$ cat src/rtl/seq_detect_monitor_pkg.sv
// Shared definitions for the sequence-detect monitor.
// State encodings are also used by downstream status logic.
package seq_detect_monitor_pkg;

  typedef enum logic [1:0] {
    S_IDLE  = 2'b00,
    S_RUN   = 2'b01,
    S_ALARM = 2'b10
  } state_t;

endpackage

$ cat src/rtl/seq_detect_monitor_sat_counter.sv
// Saturating up-counter with synchronous clear.
// Holds at all-ones instead of wrapping.
module sat_counter #(
  parameter int W = 8
) (
  input  logic         clk,
  input  logic         reset,
  input  logic         inc,
  input  logic         clr,
  output logic [W-1:0] q
);

  // clear wins over increment; stop at all-ones
  always_ff @(posedge clk or posedge reset) begin
    if (reset) begin
      q <= '0;
    end else if (clr) begin
      q <= '0;
    end else if (inc && (q != '1)) begin
      q <= q + W'(1);
    end
  end

endmodule

$ cat src/rtl/seq_detect_monitor.sv
// Detection monitor: totals, inter-detect gap, windowed
// burst detection with a sticky alarm.
module seq_detect_monitor
  import seq_detect_monitor_pkg::*;
#(
  parameter int CNT_W  = 8,
  parameter int GAP_W  = 8,
  parameter int WIN    = 16,
  parameter int THRESH = 3
) (
  input  logic                       clk,
  input  logic                       reset,
  input  logic                       detect,
  input  logic                       clr,
  output logic [CNT_W-1:0]           total_cnt,
  output logic [$clog2(WIN+1)-1:0]   win_cnt,
  output logic [GAP_W-1:0]           gap,
  output logic                       gap_valid,
  output logic                       alarm
);

  localparam int WCNT_W = $clog2(WIN+1);
  localparam logic [WCNT_W-1:0] WONE  = WCNT_W'(1);
  localparam logic [WCNT_W-1:0] WLAST = WCNT_W'(WIN - 1);
  localparam logic [WCNT_W-1:0] WTHR  = WCNT_W'(THRESH);

  state_t             st;
  state_t             st_n;
  logic [WCNT_W-1:0]  win_tmr;
  logic [WCNT_W-1:0]  win_tmr_n;
  logic [WCNT_W-1:0]  win_cnt_n;
  logic [WCNT_W-1:0]  cnt_inc;
  logic [GAP_W-1:0]   timer;
  logic               have_prev;

  sat_counter #(.W(CNT_W)) u_total (
    .clk   (clk),
    .reset (reset),
    .inc   (detect),
    .clr   (clr),
    .q     (total_cnt)
  );

  sat_counter #(.W(GAP_W)) u_gap_tmr (
    .clk   (clk),
    .reset (reset),
    .inc   (1'b1),
    .clr   (clr | detect),
    .q     (timer)
  );

  // gap capture on every detect that has a predecessor
  always_ff @(posedge clk or posedge reset) begin
    if (reset) begin
      gap       <= '0;
      gap_valid <= 1'b0;
      have_prev <= 1'b0;
    end else if (clr) begin
      gap       <= '0;
      gap_valid <= 1'b0;
      have_prev <= 1'b0;
    end else begin
      gap_valid <= 1'b0;
      if (detect) begin
        have_prev <= 1'b1;
        if (have_prev) begin
          gap       <= (timer == '1) ? '1 : timer + GAP_W'(1);
          gap_valid <= 1'b1;
        end
      end
    end
  end

  // window FSM state and window registers
  always_ff @(posedge clk or posedge reset) begin
    if (reset) begin
      st      <= S_IDLE;
      win_cnt <= '0;
      win_tmr <= '0;
      alarm   <= 1'b0;
    end else begin
      st      <= st_n;
      win_cnt <= win_cnt_n;
      win_tmr <= win_tmr_n;
      alarm   <= (st_n == S_ALARM);
    end
  end

  assign cnt_inc = win_cnt + WONE;

  // next-state: open, count and close windows
  always_comb begin
    st_n      = st;
    win_cnt_n = win_cnt;
    win_tmr_n = win_tmr;
    if (clr) begin
      st_n      = S_IDLE;
      win_cnt_n = '0;
      win_tmr_n = '0;
    end else begin
      unique case (st)
        S_IDLE: begin
          if (detect) begin
            win_cnt_n = WONE;
            win_tmr_n = WONE;
            st_n      = (THRESH == 1) ? S_ALARM : S_RUN;
          end
        end
        S_RUN: begin
          win_tmr_n = win_tmr + WONE;
          if (detect) win_cnt_n = cnt_inc;
          if (detect && (cnt_inc >= WTHR)) begin
            st_n = S_ALARM;
          end else if (win_tmr == WLAST) begin
            st_n = S_IDLE;
          end
        end
        S_ALARM: begin
          st_n = S_ALARM;
        end
        default: begin
          st_n = S_IDLE;
        end
      endcase
    end
  end

endmodule

$ cat config.mk
export PLATFORM = sky130hd
export DESIGN_NAME = seq_detect_monitor
export DESIGN_NICKNAME = d
export VERILOG_FILES = /design/src/rtl/seq_detect_monitor_pkg.sv /design/src/rtl/seq_detect_monitor_sat_counter.sv /design/src/rtl/seq_detect_monitor.sv
export SDC_FILE = /design/constraint.sdc
export NUM_CORES = 1
export LEC_CHECK = 0
export BUFFER_PORTS_ARGS = -buffer_cell sky130_fd_sc_hd__buf_4
export CAP_MARGIN = 0
export CORE_UTILIZATION = 40
export CTS_BUF_LIST = sky130_fd_sc_hd__clkbuf_4 sky130_fd_sc_hd__clkbuf_8
export DETAILED_ROUTE_END_ITERATION = 8
export PLACE_DENSITY = 0.59
export SLEW_MARGIN = 20
export SYNTH_ARGS = -nofsm -noshare
export SYNTH_HDL_FRONTEND = slang
export SYNTH_SLANG_ARGS = --single-unit
export TNS_END_PERCENT = 1
$ cat constraint.sdc
create_clock -name clk -period 2.6 [get_ports clk]
set_clock_uncertainty 0.2 [all_clocks]
set_input_delay 0.26 -clock clk [delete_from_list [all_inputs] [get_ports clk]]
set_output_delay 0.26 -clock clk [all_outputs]
set_load 0.1 [all_outputs]
==> results.py <==
metrics = {
    "outcome": {
        "status": "completed",
    },
    "timing": {
        "relSlewSlack": 0.504,
        "worstMarginPinSlew_ps": 743,
        "setup_viol": 0,
        "layout_min_cycle_time_ps": 1980,
        "period_share": 0.762,
        "holdWs_ps": 87.0,
        "report.final.slew_viol_count": 0,
        "rsz0062_at_grt": "false",
        "hold_viol_final": 0,
        "fin_setup_tns_ps": 0,
        "fmax_mhz": 505,
    },
    "route": {
        "via_count": 1448,
        "first_pass_iters": 6,
        "wl_per_cell_um": 14.4,
        "drcViolationCount": 0,
        "drt_iter0_markers": 88,
        "via_per_inst": 5.34,
        "wirelength_um": 3910,
        "drtAntennaViolNets": 0,
    },
    "floorplan": {
        "die_y_um": 70.9,
        "coreArea_mm2": 0.00444,
        "initial_core_util": 0.427,
        "num_rows": 24,
        "dieArea_mm2": 0.00502,
        "die_w_um": 70.9,
        "ios": 27,
    },
    "clock_tree": {
        "postCtsSetupBuffers": 0,
        "cts.sinks": 39,
        "clockBufferDepth": 2,
        "cts-root-buf": "clkbuf_8",
        "clock_latency_ps": 280,
        "h-tree-depth": 2,
        "clk_pin_slew_worst_paths_ps": 70,
        "numCtsBuffers": 5,
        "cts_tree": "done",
    },
    "placed_design": {
        "io_buffers": 26,
        "gp_congestion": 0.807,
        "place_inst": 262,
        "hpwlAfterDp_um": 2760,
    },
    "critical_path": {
        "critPathMaxFanout": 6,
        "crit_arrival_ps": 1950,
        "max_stage_delay_ps": 530,
        "path_cells": "ha_1 > nand3_1 > xnor2_1 > or4_4 > a32o_1",
        "endpoint_kind": "register",
        "crit_type": "register to register",
        "worstSetupStartpointType": "register",
        "required_ps": 2570,
        "crit_slowest_cell": "or4_4",
    },
    "logic_synthesis": {
        "yosys.cell_count.top_type": "dfrtp_1",
        "synthTopCellsByArea": "dfrtp_1, nor2_1, ha_1",
        "ys_types": 42,
        "synth_top_area_share": 0.515,
        "async_reset_ff_frac": 1.00,
        "synth.largest_area_cell": "dfrtp_1",
        "synth_edf_count": 0,
        "synth_ff_type": "dfrtp_1",
        "yosysWarnings": 0,
        "ys_ff_latch": 39,
        "yosysSeqAreaShare": 0.515,
        "syn_avg_cell_area_um2": 9.93,
        "syn-num-nets": 201,
        "synth_common_cells": "dfrtp_1, nor2_1, nand2_1",
        "mappedNetlistArea_mm2": 0.00190,
        "netlist_instances": 191,
    },
    "power": {
        "p_per_area_mw_per_mm2": 608,
        "ir_drop_uv": 359,
        "power.leakage_uw": 0.00111,
    },
    "min_path": {
        "hp-class": "input pin to register",
    },
    "cells_and_area": {
        "fillers": 428,
        "drive_gt1_frac": 0.192,
        "seq_area_um2": 978,
        "n_antenna_cell": 0,
        "final_cells": 271,
        "multi_input_area_um2": 858,
        "fin_util": 0.513,
        "syn2layout_area_growth_pct": 20.3,
        "fin_nets": 228,
    },
    "global_route": {
        "grt_pass1_wl_um": 6910,
        "grt_use_total": 0.174,
        "grt_max_degree": 40,
        "grt_pass1_vias": 1468,
        "overflow": 0,
        "antenna_found_initial": 0,
    },
    "flow_run": {
        "cap_violations": 0,
    },
}
## area by class of cell
type | count | share of cell area
inverters | 8 | 0.0132
well taps | 52 | 0.0285
clock buffers | 6 | 0.0335
repair buffers | 28 | 0.0933
flip-flops and latches | 39 | 0.429
multi-input cells | 136 | 0.376
clock inverters | 2 | 0.0263
## stage by stage
step                      total power, uW  setup WS, ps  cell area, um^2
final                                1390           619             2280
after global routing                 1450           511             2280
after CTS                            1410           613             2280
after detailed placement              802           626             2130
after global placement                799           684             2130
after floorplan                       764           167             1900
## state kept, by name, indices dropped and copies added (netlist names)
| signal | count |
|---|---|
| win_cnt | 5 |
| have_prev | 1 |
| st | 2 |
| alarm | 1 |
| gap | 8 |
| u_gap_tmr.q | 8 |
| gap_valid | 1 |
| u_total.q | 8 |
| win_tmr | 5 |
## where the power goes
| part | internal, uW | switching, uW | total (uW) |
|---|---|---|---|
| Clock | 394 | 204 | 598 |
| Sequential | 621 | 19.2 | 640 |
| Combinational | 38.5 | 111 | 150 |
| Total | 1050 | 334 | 1390 |
## repair_timing
action	4_1_cts	5_1_grt
resized for setup	0	0
hold buffers	1	0
endpoints found under the setup margin	0	0
hold endpoints to repair	39	0
## routing by layer
layer  GRT usage  up-vias  part of all wire
li1            -      720                 -
met5           0        -                 0
met4      0.0467        0            0.0067
met1       0.251      697              0.50
met2       0.266       27              0.45
met3      0.0399        4             0.041
## final timing paths
path,start,to,slack [ps],depth (start not counted)
setup / recovery,win_cnt[0]$_DFFE_PP0P_,st[1]$_DFF_PP0_,620,5
hold / removal,detect,st[0]$_DFF_PP0_,90,2
setup reg to reg,win_cnt[0]$_DFFE_PP0P_,st[1]$_DFF_PP0_,620,5
hold reg to reg,gap[0]$_DFFE_PP0P_,gap[0]$_DFFE_PP0P_,280,2
max in group asynchronous,reset,win_cnt[1]$_DFFE_PP0P_,1380,4
min in group asynchronous,reset,gap[4]$_DFFE_PP0P_,450,4
## kinds of logic after synthesis
| kind of cell | share of synthesized area |
|---|---|
| simple gates | 0.205 |
| mux | 0.0323 |
| buf+inv | 0.0330 |
| compound gates | 0.143 |
| xor+xnor | 0.0323 |
| fa+ha+maj | 0.0396 |
| flops | 0.515 |
## cell usage in the layout (no fill, tap or decap), drive strengths merged, types with 5 or more instances in the layout
master,n
dfrtp,39
buf,27
nor2,25
nand2,15
o21ai,11
inv,8
nand3,8
a21oi,7
a22oi,6
ha,6
clkbuf,6
nor2b,5
mux2i,5
## worst max-delay path: cells and delay by family (launching register included)
kind	cells	cell delay (ps)
simple gates	2	640
flops	1	410
xor+xnor	1	150
fa+ha+maj	1	200
compound gates	1	270
Power figures use the tool's default switching activity.
